==> config.mk <==
export PLATFORM = sky130hd
export DESIGN_NAME = spmv_pe_ctrl
export DESIGN_NICKNAME = d
export VERILOG_FILES = /design/src/rtl/spmv_pe_ctrl.sv
export SDC_FILE = /design/constraint.sdc
export NUM_CORES = 1
export LEC_CHECK = 0
export CAP_MARGIN = 20
export CORE_MARGIN = 1
export CORE_UTILIZATION = 30
export CTS_CLUSTER_SIZE = 14
export DETAILED_ROUTE_END_ITERATION = 8
export PLACE_DENSITY = 0.65
export SLEW_MARGIN = 40
export SYNTH_ARGS = -nofsm -noshare
export SYNTH_HDL_FRONTEND = slang
export SYNTH_SLANG_ARGS = --single-unit
==> constraint.sdc <==
create_clock -name clk -period 1.9 [get_ports clk]
set_input_delay 0.38 -clock clk [delete_from_list [all_inputs] [get_ports clk]]
set_output_delay 0.38 -clock clk [all_outputs]
set_load 0.01 [all_outputs]
==> src/rtl/spmv_pe_ctrl.sv <==
// spmv_pe_ctrl: command/control unit for one SpMV processing element.
// Sits on the daisy-chained 64-bit opcode bus and the busy chain. It decodes
// PE-addressed or broadcast commands into a small register file and an
// IDLE/STEADY state machine, and pulses done when the progress register
// catches up with the end register.
// Optional feature: define SPMV_PE_READBACK_EN to let a targeted OP_RD
// replace the forwarded word with an OP_RD_RSP carrying the register value.
module spmv_pe_ctrl #(
  parameter int ID        = 0,
  parameter int PE_ID_W   = 4,
  parameter int NUM_REGS  = 4,
  parameter int REG_IDX_W = 4,
  parameter int REG_W     = 48,
  parameter int CUR_IDX   = 0,
  parameter int END_IDX   = 1
) (
  input  logic                      clk,
  input  logic                      rst,
  input  logic [63:0]               opt_in,
  output logic [63:0]               opt_out,
  input  logic                      busy_in,
  output logic                      busy_out,
  input  logic                      ext_busy,
  input  logic                      progress_inc,
  output logic                      pe_rst,
  output logic                      steady,
  output logic                      done,
  output logic [NUM_REGS*REG_W-1:0] regs_flat
);

  localparam int VAL_LSB = 12 + REG_IDX_W;

  localparam logic [6:0] OP_RST    = 7'd1;
  localparam logic [6:0] OP_STEADY = 7'd2;
  localparam logic [6:0] OP_LD     = 7'd3;
`ifdef SPMV_PE_READBACK_EN
  localparam logic [6:0] OP_RD     = 7'd4;
  localparam logic [6:0] OP_RD_RSP = 7'd5;
`endif

  typedef enum logic {
    IDLE   = 1'b0,
    STEADY = 1'b1
  } state_e;

  state_e            state_q, state_d;
  logic [63:0]       opt_q, opt_d;
  logic [63:0]       opt_out_q, opt_out_d;
  logic              busy_out_q, busy_out_d;
  logic              pe_rst_q, pe_rst_d;
  logic              done_q, done_d;
  logic [REG_W-1:0]  regs_q [NUM_REGS];
  logic [REG_W-1:0]  regs_d [NUM_REGS];

  // Decoded fields of the registered opcode word.
  logic [6:0]           op;
  logic [PE_ID_W-1:0]   pe_id;
  logic                 bcast;
  logic [REG_IDX_W-1:0] idx;
  logic [REG_W-1:0]     val;
  logic                 targeted;
  logic                 idx_valid;

`ifdef SPMV_PE_READBACK_EN
  logic [REG_W-1:0]     rd_val;

  // Build an OP_RD_RSP word for this PE: value, index, own id, not broadcast.
  function automatic logic [63:0] make_rsp(input logic [REG_IDX_W-1:0] r_idx,
                                           input logic [REG_W-1:0]     r_val);
    logic [63:0] w;
    w                    = 64'd0;
    w[6:0]               = OP_RD_RSP;
    w[7 +: PE_ID_W]      = PE_ID_W'(ID);
    w[11]                = 1'b0;
    w[12 +: REG_IDX_W]   = r_idx;
    w[VAL_LSB +: REG_W]  = r_val;
    return w;
  endfunction
`endif

  // Field extraction and address match on the registered opcode.
  always_comb begin
    op        = opt_q[6:0];
    pe_id     = opt_q[7 +: PE_ID_W];
    bcast     = opt_q[11];
    idx       = opt_q[12 +: REG_IDX_W];
    val       = opt_q[VAL_LSB +: REG_W];
    targeted  = bcast | (pe_id == PE_ID_W'(ID));
    idx_valid = ({1'b0, idx} < (REG_IDX_W + 1)'(NUM_REGS));
    opt_d     = opt_in;
  end

`ifdef SPMV_PE_READBACK_EN
  // Select the register addressed by a read request.
  always_comb begin
    rd_val = '0;
    for (int i = 0; i < NUM_REGS; i++) begin
      if (idx == REG_IDX_W'(i)) begin
        rd_val = regs_q[i];
      end else begin
        rd_val = rd_val;
      end
    end
  end
`endif

  // Next-state logic: commands, progress counting, completion, forwarding.
  always_comb begin
    state_d    = state_q;
    regs_d     = regs_q;
    done_d     = 1'b0;
    pe_rst_d   = 1'b0;
    opt_out_d  = opt_q;
    busy_out_d = busy_in | ext_busy | (state_q == STEADY);

    if (targeted && (op == OP_RST)) begin
      // Local reset wipes everything and returns to IDLE without a done pulse.
      pe_rst_d = 1'b1;
      state_d  = IDLE;
      for (int i = 0; i < NUM_REGS; i++) begin
        regs_d[i] = '0;
      end
    end else begin
      if ((state_q == STEADY) && progress_inc) begin
        regs_d[CUR_IDX] = regs_q[CUR_IDX] + REG_W'(1);
      end else begin
        regs_d[CUR_IDX] = regs_q[CUR_IDX];
      end

      // A load comes after the increment so a load of CUR overrides it.
      if (targeted && (op == OP_LD) && idx_valid) begin
        for (int i = 0; i < NUM_REGS; i++) begin
          if (idx == REG_IDX_W'(i)) begin
            regs_d[i] = val;
          end else begin
            regs_d[i] = regs_d[i];
          end
        end
      end else begin
        regs_d = regs_d;
      end

      case (state_q)
        IDLE: begin
          if (targeted && (op == OP_STEADY)) begin
            state_d = STEADY;
          end else begin
            state_d = IDLE;
          end
        end
        STEADY: begin
          if ((regs_q[CUR_IDX] == regs_q[END_IDX]) && !ext_busy) begin
            state_d = IDLE;
            done_d  = 1'b1;
          end else begin
            state_d = STEADY;
          end
        end
        default: begin
          state_d = IDLE;
        end
      endcase
    end

`ifdef SPMV_PE_READBACK_EN
    if ((op == OP_RD) && !bcast && (pe_id == PE_ID_W'(ID)) && idx_valid) begin
      opt_out_d = make_rsp(idx, rd_val);
    end else begin
      opt_out_d = opt_q;
    end
`endif
  end

  // State, register file and output registers with synchronous reset.
  always_ff @(posedge clk) begin
    if (rst) begin
      state_q    <= IDLE;
      opt_q      <= 64'd0;
      opt_out_q  <= 64'd0;
      busy_out_q <= 1'b0;
      pe_rst_q   <= 1'b0;
      done_q     <= 1'b0;
      for (int i = 0; i < NUM_REGS; i++) begin
        regs_q[i] <= '0;
      end
    end else begin
      state_q    <= state_d;
      opt_q      <= opt_d;
      opt_out_q  <= opt_out_d;
      busy_out_q <= busy_out_d;
      pe_rst_q   <= pe_rst_d;
      done_q     <= done_d;
      for (int i = 0; i < NUM_REGS; i++) begin
        regs_q[i] <= regs_d[i];
      end
    end
  end

  for (genvar g = 0; g < NUM_REGS; g++) begin : g_flat
    assign regs_flat[g*REG_W +: REG_W] = regs_q[g];
  end

  assign opt_out  = opt_out_q;
  assign busy_out = busy_out_q;
  assign pe_rst   = pe_rst_q;
  assign done     = done_q;
  assign steady   = (state_q == STEADY);

endmodule

==> impl_metrics.csv, run 1 <==
group,metric,value,unit
outcome,status,"finished, final reports clean",
sta,rsz0062_at_grt,"true",
logic_synthesis,netlist_area,11900,sq um
sta,finClkSkew,0.0171,ns
logic_synthesis,synth_top_family_by_area,"simple AND/OR/NAND/NOR gates",
sta,holdWs,0.375,ns
cts,clkSinkCount,324,
cts,clk_pin_slew,0.06,ns
cts,cts_max_level,2,
sta,setup_viol,0,
logic_synthesis,synth_fp_nets,1382,
cts,cts_root_buffer,"clkbuf_16",
cts,cts_buffer_depth,3,
placement,gp_congestion,0.820,
global_routing,grt_max_degree,96,
floorplan,dieArea,40500,sq um
final_layout,fin_nets,1743,
logic_synthesis,synthAdderAreaFrac,0.105,%
logic_synthesis,yosysWarnings,0,
final_layout,drive_above_1_share,10.9,%
routing,wl,40400,microns
logic_synthesis,syn_inst,1312,
logic_synthesis,ys_types,40,
placement,portBuffers,328,
logic_synthesis,synth-xor-area-share,6.70,%
sta,max_freq,0.543,GHz
final_layout,layout_common_cells,"dfxtp_1, nand2_1, clkdlybuf4s50_1",
sta,min_period,1.84,ns
flow_run,drv_cap,0,
routing,vias,10400,
final_layout,num_antenna_cells,0,
placement,dpl.hpwl,29300,microns
routing,drc,0,
final_layout,layout.cells.most_common,"dfxtp_1",
routing,wire_per_inst,18.2,microns
setup_path,critPathMaxFanout,3,
final_layout,area_growth,47.5,%
floorplan,coreArea,38900,sq um
setup_path,arrival,2.25,ns
floorplan,chipWidth,201,microns
power,ir_worst_vdd,0.000590,V
setup_path,critical_path_class,"flip-flop to flip-flop",
sta,hold_viol_final,0,
power,leakage,6.64,nW
global_routing,grt_pass1_vias,9902,
cts,numCtsBuffers,37,
logic_synthesis,seq_area_frac_synth,54.5,%
sta,fin_crit_sh,97.0,%
routing,drt_iter0_drc,598,
logic_synthesis,ys_seq_elements,324,
min_path,min_path_type,"primary input to flip-flop",
routing,viasPerCell,4.69,
cts,clk_latency,0.54,ns
global_routing,overflow,0,
setup_path,path_cells,"xnor2_1 > nand4_1 > nor4_1 > nand4_1 > nor3b_1",
setup_path,max_stage_delay,0.44,ns
logic_synthesis,synth_edf_count,0,
power,total_power,0.0151,W
floorplan,ios,329,
logic_synthesis,async_flop_share,0,%
sta,max-slew-margin-rel,61.6,%
floorplan,rows,72,
cts,cts_tree,"done",
setup_path,crit_top_cell,"nand4_1",
setup_path,end_kind,"flip-flop",
logic_synthesis,synth_compound_area_share,10.7,%
routing,drt_pass1_iterations,5,
power,power_density,861,nW/um^2
floorplan,start_util,30.6,%
logic_synthesis,synthMuxAreaShare,0.168,%
setup_path,required,2.31,ns
sta,tightest_slew,0.576,ns
global_routing,grtUsageTotal,19.2,%
logic_synthesis,synth.avg_cell_area,9.07,sq um
setup_path,cp-start-kind,"flip-flop",
logic_synthesis,yosys.area_share.simple,24.0,%
sta,drv_slew,0,
floorplan,die_h,201,microns
logic_synthesis,synth_flop_cell,"dfxtp_1",
global_routing,grt_antenna_before_repair,0,
global_routing,grt_pass1_wl,59900,microns
setup_path,worst_path_max_delay_cell,"nor4_1",
routing,drtAntennaViolNets,0,
## power breakdown
part | switching [W] | leakage (nW) | internal, W | total (W)
logic | 0.000285 | 3.38 | 0.000368 | 0.000653
registers | 0.000132 | 2.64 | 0.00693 | 0.00706
clock network | 0.00286 | 0.622 | 0.00454 | 0.00740
total | 0.00328 | 6.64 | 0.0118 | 0.0151
## through the flow
step	area (sq um)	std cells	setup WS, ns	utilization, %	setup TNS [ns]
5_1_grt	17500	2218	-0.0367	45.1	-0.365
3_3_place_gp	16200	2143	-0.265	41.6	-7.30
2_1_floorplan	11900	1312	0.115	-	0
6_report	17500	2218	0.0576	45.1	0
4_1_cts	17400	2213	0.00430	44.7	0
3_5_place_dp	16200	2145	-0.290	41.6	-9.53
## final timing paths
check	depth (start not counted)	slack, ns	end	from
setup / recovery	5	0.06	steady	regs_flat[52]
hold / removal	5	0.37	regs_flat[22]	rst
setup reg to reg	5	0.06	steady	regs_flat[52]
hold reg to reg	2	0.45	regs_flat[145]	regs_flat[145]
## routing by layer
metal  vias up  share of wire [%]  global-route usage, %
li1       5084                  -                      -
met1      4918                 42                   23.5
met2       340                 47                   31.8
met3        60                7.9                   6.04
met4         0                2.9                   6.32
met5         -                  0                      0
## area by class of cell
type,instances,area [sq um]
Fill cell,3804,21400
Clock buffer,53,1090
Inverter,6,22.5
Clock inverter,13,179
Sequential cell,324,6490
Tap cell,518,648
Timing Repair Buffer,412,4040
Multi-Input combinational cell,892,5070
## synthesized netlist by cell type, drive strengths merged (2+ instances only)
cell type | number | area share, %
and4 | 11 | 0.83
and3 | 11 | 0.58
a22oi | 2 | 0.13
nand3 | 17 | 0.72
and2 | 3 | 0.16
nor3 | 11 | 0.46
nand4 | 30 | 1.9
buf | 39 | 1.9
xor2 | 14 | 1.0
xnor2 | 77 | 5.7
and4b | 3 | 0.25
o21bai | 2 | 0.13
nor2 | 14 | 0.44
clkbuf | 51 | 1.6
nor4 | 25 | 2.3
a211oi | 8 | 0.50
dfxtp | 324 | 55
o21ai | 41 | 1.7
nor2b | 127 | 6.7
a21oi | 185 | 7.8
inv | 6 | 0.19
nand4b | 2 | 0.15
mux2i | 2 | 0.17
nand2 | 299 | 9.4
## worst max-delay path: cells and delay by family (launching register included)
kind | cells | cell delay (ns)
xor gates and xnor gates | 1 | 0.26
DFF | 1 | 0.33
and+or+nand+nor | 4 | 1.14
## state kept, by name, indices dropped and copies added (netlist names)
| name | cells |
|---|---|
| busy_out | 1 |
| done | 1 |
| opt_out | 64 |
| opt_out_d | 64 |
| pe_rst | 1 |
| regs_flat | 192 |
| steady | 1 |
## cells by family (layout without fill, tap and decap cells)
family / Yosys count / after routing
and+or+nand+nor: 554 / 554
DFF: 324 / 324
AOI/OAI and AO/OA: 244 / 244
buffers and inverters: 96 / 484
xor gates and xnor gates: 91 / 91
muxes: 2 / 2
adders and majority gates: 1 / 1
## timing repair
| action | in CTS | in global routing |
|---|---|---|
| hold buffers | 0 | 0 |
| endpoints found under the setup margin | 164 | 87 |
| gates cloned | 0 | 2 |
| setup buffers | 2 | 3 |
| resized for setup | 103 | 31 |
| pin swaps | 1 | 5 |
No activity file was read; power rests on OpenSTA's default activity.
==> inputs of run 2 (changes only) <==
--- a/config.mk
+++ b/config.mk
@@ -6,7 +6,6 @@
 export NUM_CORES = 1
 export LEC_CHECK = 0
 export CAP_MARGIN = 20
-export CORE_MARGIN = 1
 export CORE_UTILIZATION = 30
 export CTS_CLUSTER_SIZE = 14
 export DETAILED_ROUTE_END_ITERATION = 8
==> constraint.sdc (replaced) <==
create_clock -name clk -period 2.3 [get_ports clk]
set_input_delay 0.46 -clock clk [delete_from_list [all_inputs] [get_ports clk]]
set_output_delay 0.46 -clock clk [all_outputs]
set_load 0.01 [all_outputs]
==> run 2 against run 1 <==
Net effect: core utilization fell by 1.1 points; clock power fell by 16%; via count fell by 1.9%; largest power group unchanged; hold slack improved by 0.013 ns; global-route usage rose by 0.24 points; design area fell by 2.5%; register-to-register slack improved by 0.12 ns; critical path depth fell by 3; sequential share of layout area rose by 0.90 points; critical path type is now flip-flop to output port.
==> impl_metrics.csv, run 2 (synthesis gave the netlist of run 1 again) <==
group,metric,value,unit
setup_path,end_kind,"output port",
placement,gp_congestion,0.811,
floorplan,chipWidth,201,microns
routing,drc,0,
power,power_density,735,nW/um^2
setup_path,cp-start-kind,"flip-flop",
sta,max-slew-margin-rel,59.3,%
routing,wire_per_inst,18.4,microns
cts,clkSinkCount,324,
outcome,status,"finished, final reports clean",
power,leakage,5.84,nW
cts,numCtsBuffers,38,
sta,drv_slew,0,
placement,place_ws,-0.0214,ns
setup_path,arrival,1.71,ns
floorplan,dieArea,40500,sq um
setup_path,critical_path_class,"flip-flop to output port",
sta,finClkSkew,0.0105,ns
final_layout,fin_nets,1695,
final_layout,drive_above_1_share,7.33,%
routing,vias,10200,
setup_path,path_cells,"buf_4 > clkdlybuf4s50_1",
final_layout,largest_reg_flops,192,
min_path,min_path_type,"primary input to flip-flop",
sta,rsz0062_at_grt,"false",
floorplan,coreArea,38900,sq um
sta,holdWs,0.388,ns
sta,tns,0,ns
sta,fin_ws,0.133,ns
flow_run,drv_cap,0,
setup_path,worst_path_max_delay_cell,"clkdlybuf4s50_1",
final_layout,layout.cells.most_common,"clkdlybuf4s50_1",
global_routing,grt_pass1_wl,60500,microns
min_path,holdPathStages,4,
floorplan,ios,329,
routing,drt_pass1_iterations,5,
final_layout,multi_input_area,5000,sq um
min_path,min-delay-start,"rst",
min_path,whs_endpoint,"regs_flat[45]",
sta,hold_viol_final,0,
floorplan,start_util,30.6,%
cts,clk_latency,0.54,ns
routing,drt_iter0_drc,411,
global_routing,grtUsageTotal,19.5,%
cts,cts_root_buffer,"clkbuf_16",
floorplan,rows,72,
setup_path,required,1.84,ns
global_routing,grt_max_degree,96,
power,ir_worst_vdd,0.000692,V
final_layout,layout_common_cells,"clkdlybuf4s50_1, dfxtp_1, nand2_1",
sta,tightest_slew,0.610,ns
cts,cts_tree,"done",
floorplan,die_h,201,microns
global_routing,grt_pass1_vias,9969,
global_routing,grt_antenna_before_repair,0,
setup_path,worstReg2RegStart,"opt_out_d[3]",
sta,setup_viol,0,
final_layout,num_antenna_cells,0,
cts,cts_max_level,2,
setup_path,max_stage_delay,0.60,ns
cts,cts_buffer_depth,3,
final_layout,post-route-util,44.0,%
sta,min_period,2.17,ns
sta,fin_crit_sh,94.2,%
routing,wl,40000,microns
placement,portBuffers,328,
placement,dpl.hpwl,28600,microns
final_layout,fillerInstances,3787,
sta,max_freq,0.461,GHz
setup_path,ff2ff_setup_slack,0.18,ns
final_layout,regArea,6490,sq um
routing,viasPerCell,4.71,
routing,drtAntennaViolNets,0,
cts,post_cts_buffers,0,
global_routing,overflow,0,
setup_path,r2r-end,"regs_flat[181]",
setup_path,reg2reg_depth,6,
setup_path,critPathMaxFanout,6,
cts,clk_pin_slew,0.05,ns
final_layout,area_growth,43.9,%
-- run 2: repair_timing --
action,CTS,global route
setup endpoints to repair,1,0
gates resized for setup,1,0
hold buffers,0,0
endpoints found under the hold margin,0,0
-- run 2: where the power goes --
part / leakage [nW] / switching, W / internal, W / total, W
Clock: 0.632 / 0.00237 / 0.00386 / 0.00623
Sequential: 2.64 / 0.000110 / 0.00573 / 0.00584
Combinational: 2.57 / 0.000229 / 0.000281 / 0.000509
Total: 5.84 / 0.00271 / 0.00986 / 0.0126
-- run 2: how the worst max path moves through the flow --
stage                        from             end  slack (ns)  cells after the start
floorplan            regs_flat[0]   regs_flat[44]        0.52                      7
global placement     progress_inc   regs_flat[42]        0.04                      8
detailed placement   progress_inc   regs_flat[38]       -0.02                      7
CTS                 regs_flat[20]   regs_flat[20]         0.1                      2
global route         opt_out_d[3]  regs_flat[187]       0.008                      6
finish              regs_flat[20]   regs_flat[20]        0.13                      2
-- run 2: stage by stage --
step / instance area [sq um] / total power, W / instances
3_5_place_dp: 15800 / 0.00647 / 2103
3_3_place_gp: 15800 / 0.00646 / 2102
6_report: 17100 / 0.0126 / 2168
4_1_cts: 17100 / 0.0127 / 2168
5_1_grt: 17100 / 0.0130 / 2168
2_1_floorplan: 11900 / 0.00613 / 1312
-- run 2: metal layers --
layer  GRT usage [%]  vias up  part of all wire, %
li1                -     4976                    -
met1            23.4     4885                   42
met2            32.7      291                   48
met3            6.11       55                  7.3
met4            6.57        0                  3.1
met5               0        -                    0
-- run 2: area by class of cell --
cell class                 count  share of cell area, %
sequential                   324                   37.9
clock inverter                13                   1.19
tap                          518                   3.79
multi-input combinational    892                   29.2
clock buffer                  52                   6.34
timing repair buffer         363                   21.4
inverter                       6                  0.132
-- run 2: worst max-delay path: cells and delay by family (launching register included) --
family / cells / cell delay, ns
DFF: 1 / 0.41
buffers and inverters: 2 / 0.77
==> inputs of run 3 (changes only) <==
--- a/config.mk
+++ b/config.mk
@@ -10,6 +10,7 @@
 export CTS_CLUSTER_SIZE = 14
 export DETAILED_ROUTE_END_ITERATION = 8
 export PLACE_DENSITY = 0.65
+export REMOVE_ABC_BUFFERS = 1
 export SLEW_MARGIN = 40
 export SYNTH_ARGS = -nofsm -noshare
 export SYNTH_HDL_FRONTEND = slang
==> run 3 against run 2 <==
Net effect: die area is the same; final cell count grew 0.28%; hold slack gained 0.057 ns; critical path type unchanged; largest cell class unchanged.
==> impl_metrics.csv, run 3 (synthesis gave the netlist of run 1 again) <==
group,metric,value,unit
final_layout,num_antenna_cells,0,
setup_path,critical_path_class,"flip-flop to output port",
sta,tightest_slew,0.620,ns
setup_path,required,1.84,ns
flow_run,drv_cap,0,
cts,cts_tree,"done",
setup_path,end_kind,"output port",
routing,drt_pass1_iterations,5,
setup_path,worst_path_max_delay_cell,"clkdlybuf4s50_1",
final_layout,final_area,17100,sq um
placement,dpl.hpwl,28400,microns
final_layout,layout_common_cells,"clkdlybuf4s50_1, dfxtp_1, nand2_1",
floorplan,start_util,30.6,%
final_layout,drive_above_1_share,7.61,%
setup_path,path_cells,"clkdlybuf4s50_1",
power,leakage,5.85,nW
floorplan,dieArea,40500,sq um
power,internal_power,0.00977,W
setup_path,cp-start-kind,"flip-flop",
power,ir_worst_vdd,0.000486,V
final_layout,area_growth,44.2,%
floorplan,ios,329,
setup_path,max_stage_delay,0.65,ns
sta,hold_viol_final,0,
sta,rsz0062_at_grt,"false",
power,switching_power,0.00270,W
global_routing,grt_pass1_wl,60600,microns
cts,cts_buffer_depth,3,
cts,cts_hold_buf,0,
cts,clk_pin_slew,0.06,ns
power,total_power,0.0125,W
routing,wire_per_inst,18.4,microns
final_layout,fin_nets,1700,
power,p_seq_share,46.8,%
global_routing,grt_pass1_vias,9938,
global_routing,grt_max_degree,96,
cts,cts_root_buffer,"clkbuf_16",
global_routing,grtUsageTotal,19.5,%
power,switching_share,21.6,%
routing,viasPerCell,4.72,
outcome,status,"finished, final reports clean",
setup_path,crit_cells,1,
placement,portBuffers,328,
sta,min_period,2.19,ns
routing,vias,10300,
power,power_density,727,nW/um^2
setup_path,path_buf_inv,1,
sta,fin_crit_sh,95.1,%
routing,drc,0,
cts,post_cts_buffers,0,
sta,finClkSkew,0.0138,ns
cts,clk_latency,0.54,ns
placement,gp_congestion,0.813,
global_routing,overflow,0,
routing,wl,40100,microns
final_layout,layout.cells.most_common,"clkdlybuf4s50_1",
sta,max-slew-margin-rel,58.3,%
floorplan,die_h,201,microns
routing,drtAntennaViolNets,0,
sta,setup_viol,0,
setup_path,critPathMaxFanout,8,
global_routing,grt_antenna_before_repair,0,
power,comb_power_share,4.1,%
min_path,holdPathStages,4,
floorplan,coreArea,38900,sq um
final_layout,fillerInstances,3772,
cts,clkSinkCount,324,
sta,drv_slew,0,
floorplan,chipWidth,201,microns
cts,numCtsBuffers,37,
setup_path,arrival,1.73,ns
setup_path,reg2reg_depth,7,
power,clkPwrFrac,49.1,%
cts,cts_resized,0,
floorplan,rows,72,
routing,drt_iter0_drc,611,
setup_path,critPathTopFamily,"buffers and inverters",
placement,dpl_cell_area,15900,sq um
sta,max_freq,0.457,GHz
final_layout,largest_reg_flops,192,
cts,cts_max_level,2,
min_path,min_path_type,"primary input to flip-flop",
## run 3: worst min-delay path, stage by stage
cell     delay (ns)
buf_4          0.18
a21oi_4        0.13
o21ai_0        0.10
a21oi_1        0.04
## run 3: final cells by class
type	instances	area (sq um)	share of cell area [%]
sequential	324	6490	37.8
multi-input combinational	892	5000	29.2
timing repair buffer	369	3730	21.8
clock buffer	48	1010	5.87
tap	518	648	3.78
clock inverter	17	250	1.46
inverter	6	22.5	0.131
## run 3: path summary, 6_finish.rpt
| path | startpoint | to | slack (ns) |
|---|---|---|---|
| worst max-delay path | regs_flat[20] | regs_flat[20] | 0.11 |
| worst min-delay path | rst | regs_flat[16] | 0.44 |
| worst max register to register | regs_flat[9] | regs_flat[38] | 0.15 |
| worst min register to register | regs_flat[131] | regs_flat[131] | 0.44 |
## run 3: through the flow
| stage | worst slack, ns | hold WS, ns | cells | setup TNS, ns | utilization [%] |
|---|---|---|---|---|---|
| finish | 0.114 | 0.445 | 2174 | 0 | 44.1 |
| CTS | 0.0988 | 0.430 | 2174 | 0 | 44.1 |
| global placement | 0.0421 | 0.437 | 2108 | 0 | 40.8 |
| detailed placement | -0.0330 | 0.444 | 2109 | -0.0330 | 40.8 |
| global route | 0.0288 | 0.452 | 2174 | 0 | 44.1 |
| floorplan | -1.25 | 0.439 | 1222 | -216.12 | - |
## run 3: power by group through the flow
stage                     clock, W  combinational [W]  sequential (W)
after floorplan                  0           0.000153         0.00594
after global placement           0           0.000507         0.00595
after detailed placement         0           0.000516         0.00596
after CTS                  0.00632           0.000518         0.00583
after global routing       0.00654           0.000550         0.00584
final                      0.00613           0.000512         0.00583
## run 3: metal layers
layer,vias up,track usage [%],part of all wire [%]
met3,69,4.83,6.7
li1,4997,-,-
met4,0,7.39,3.2
met2,327,31.2,46
met1,4864,25.2,44
met5,-,0.238,0
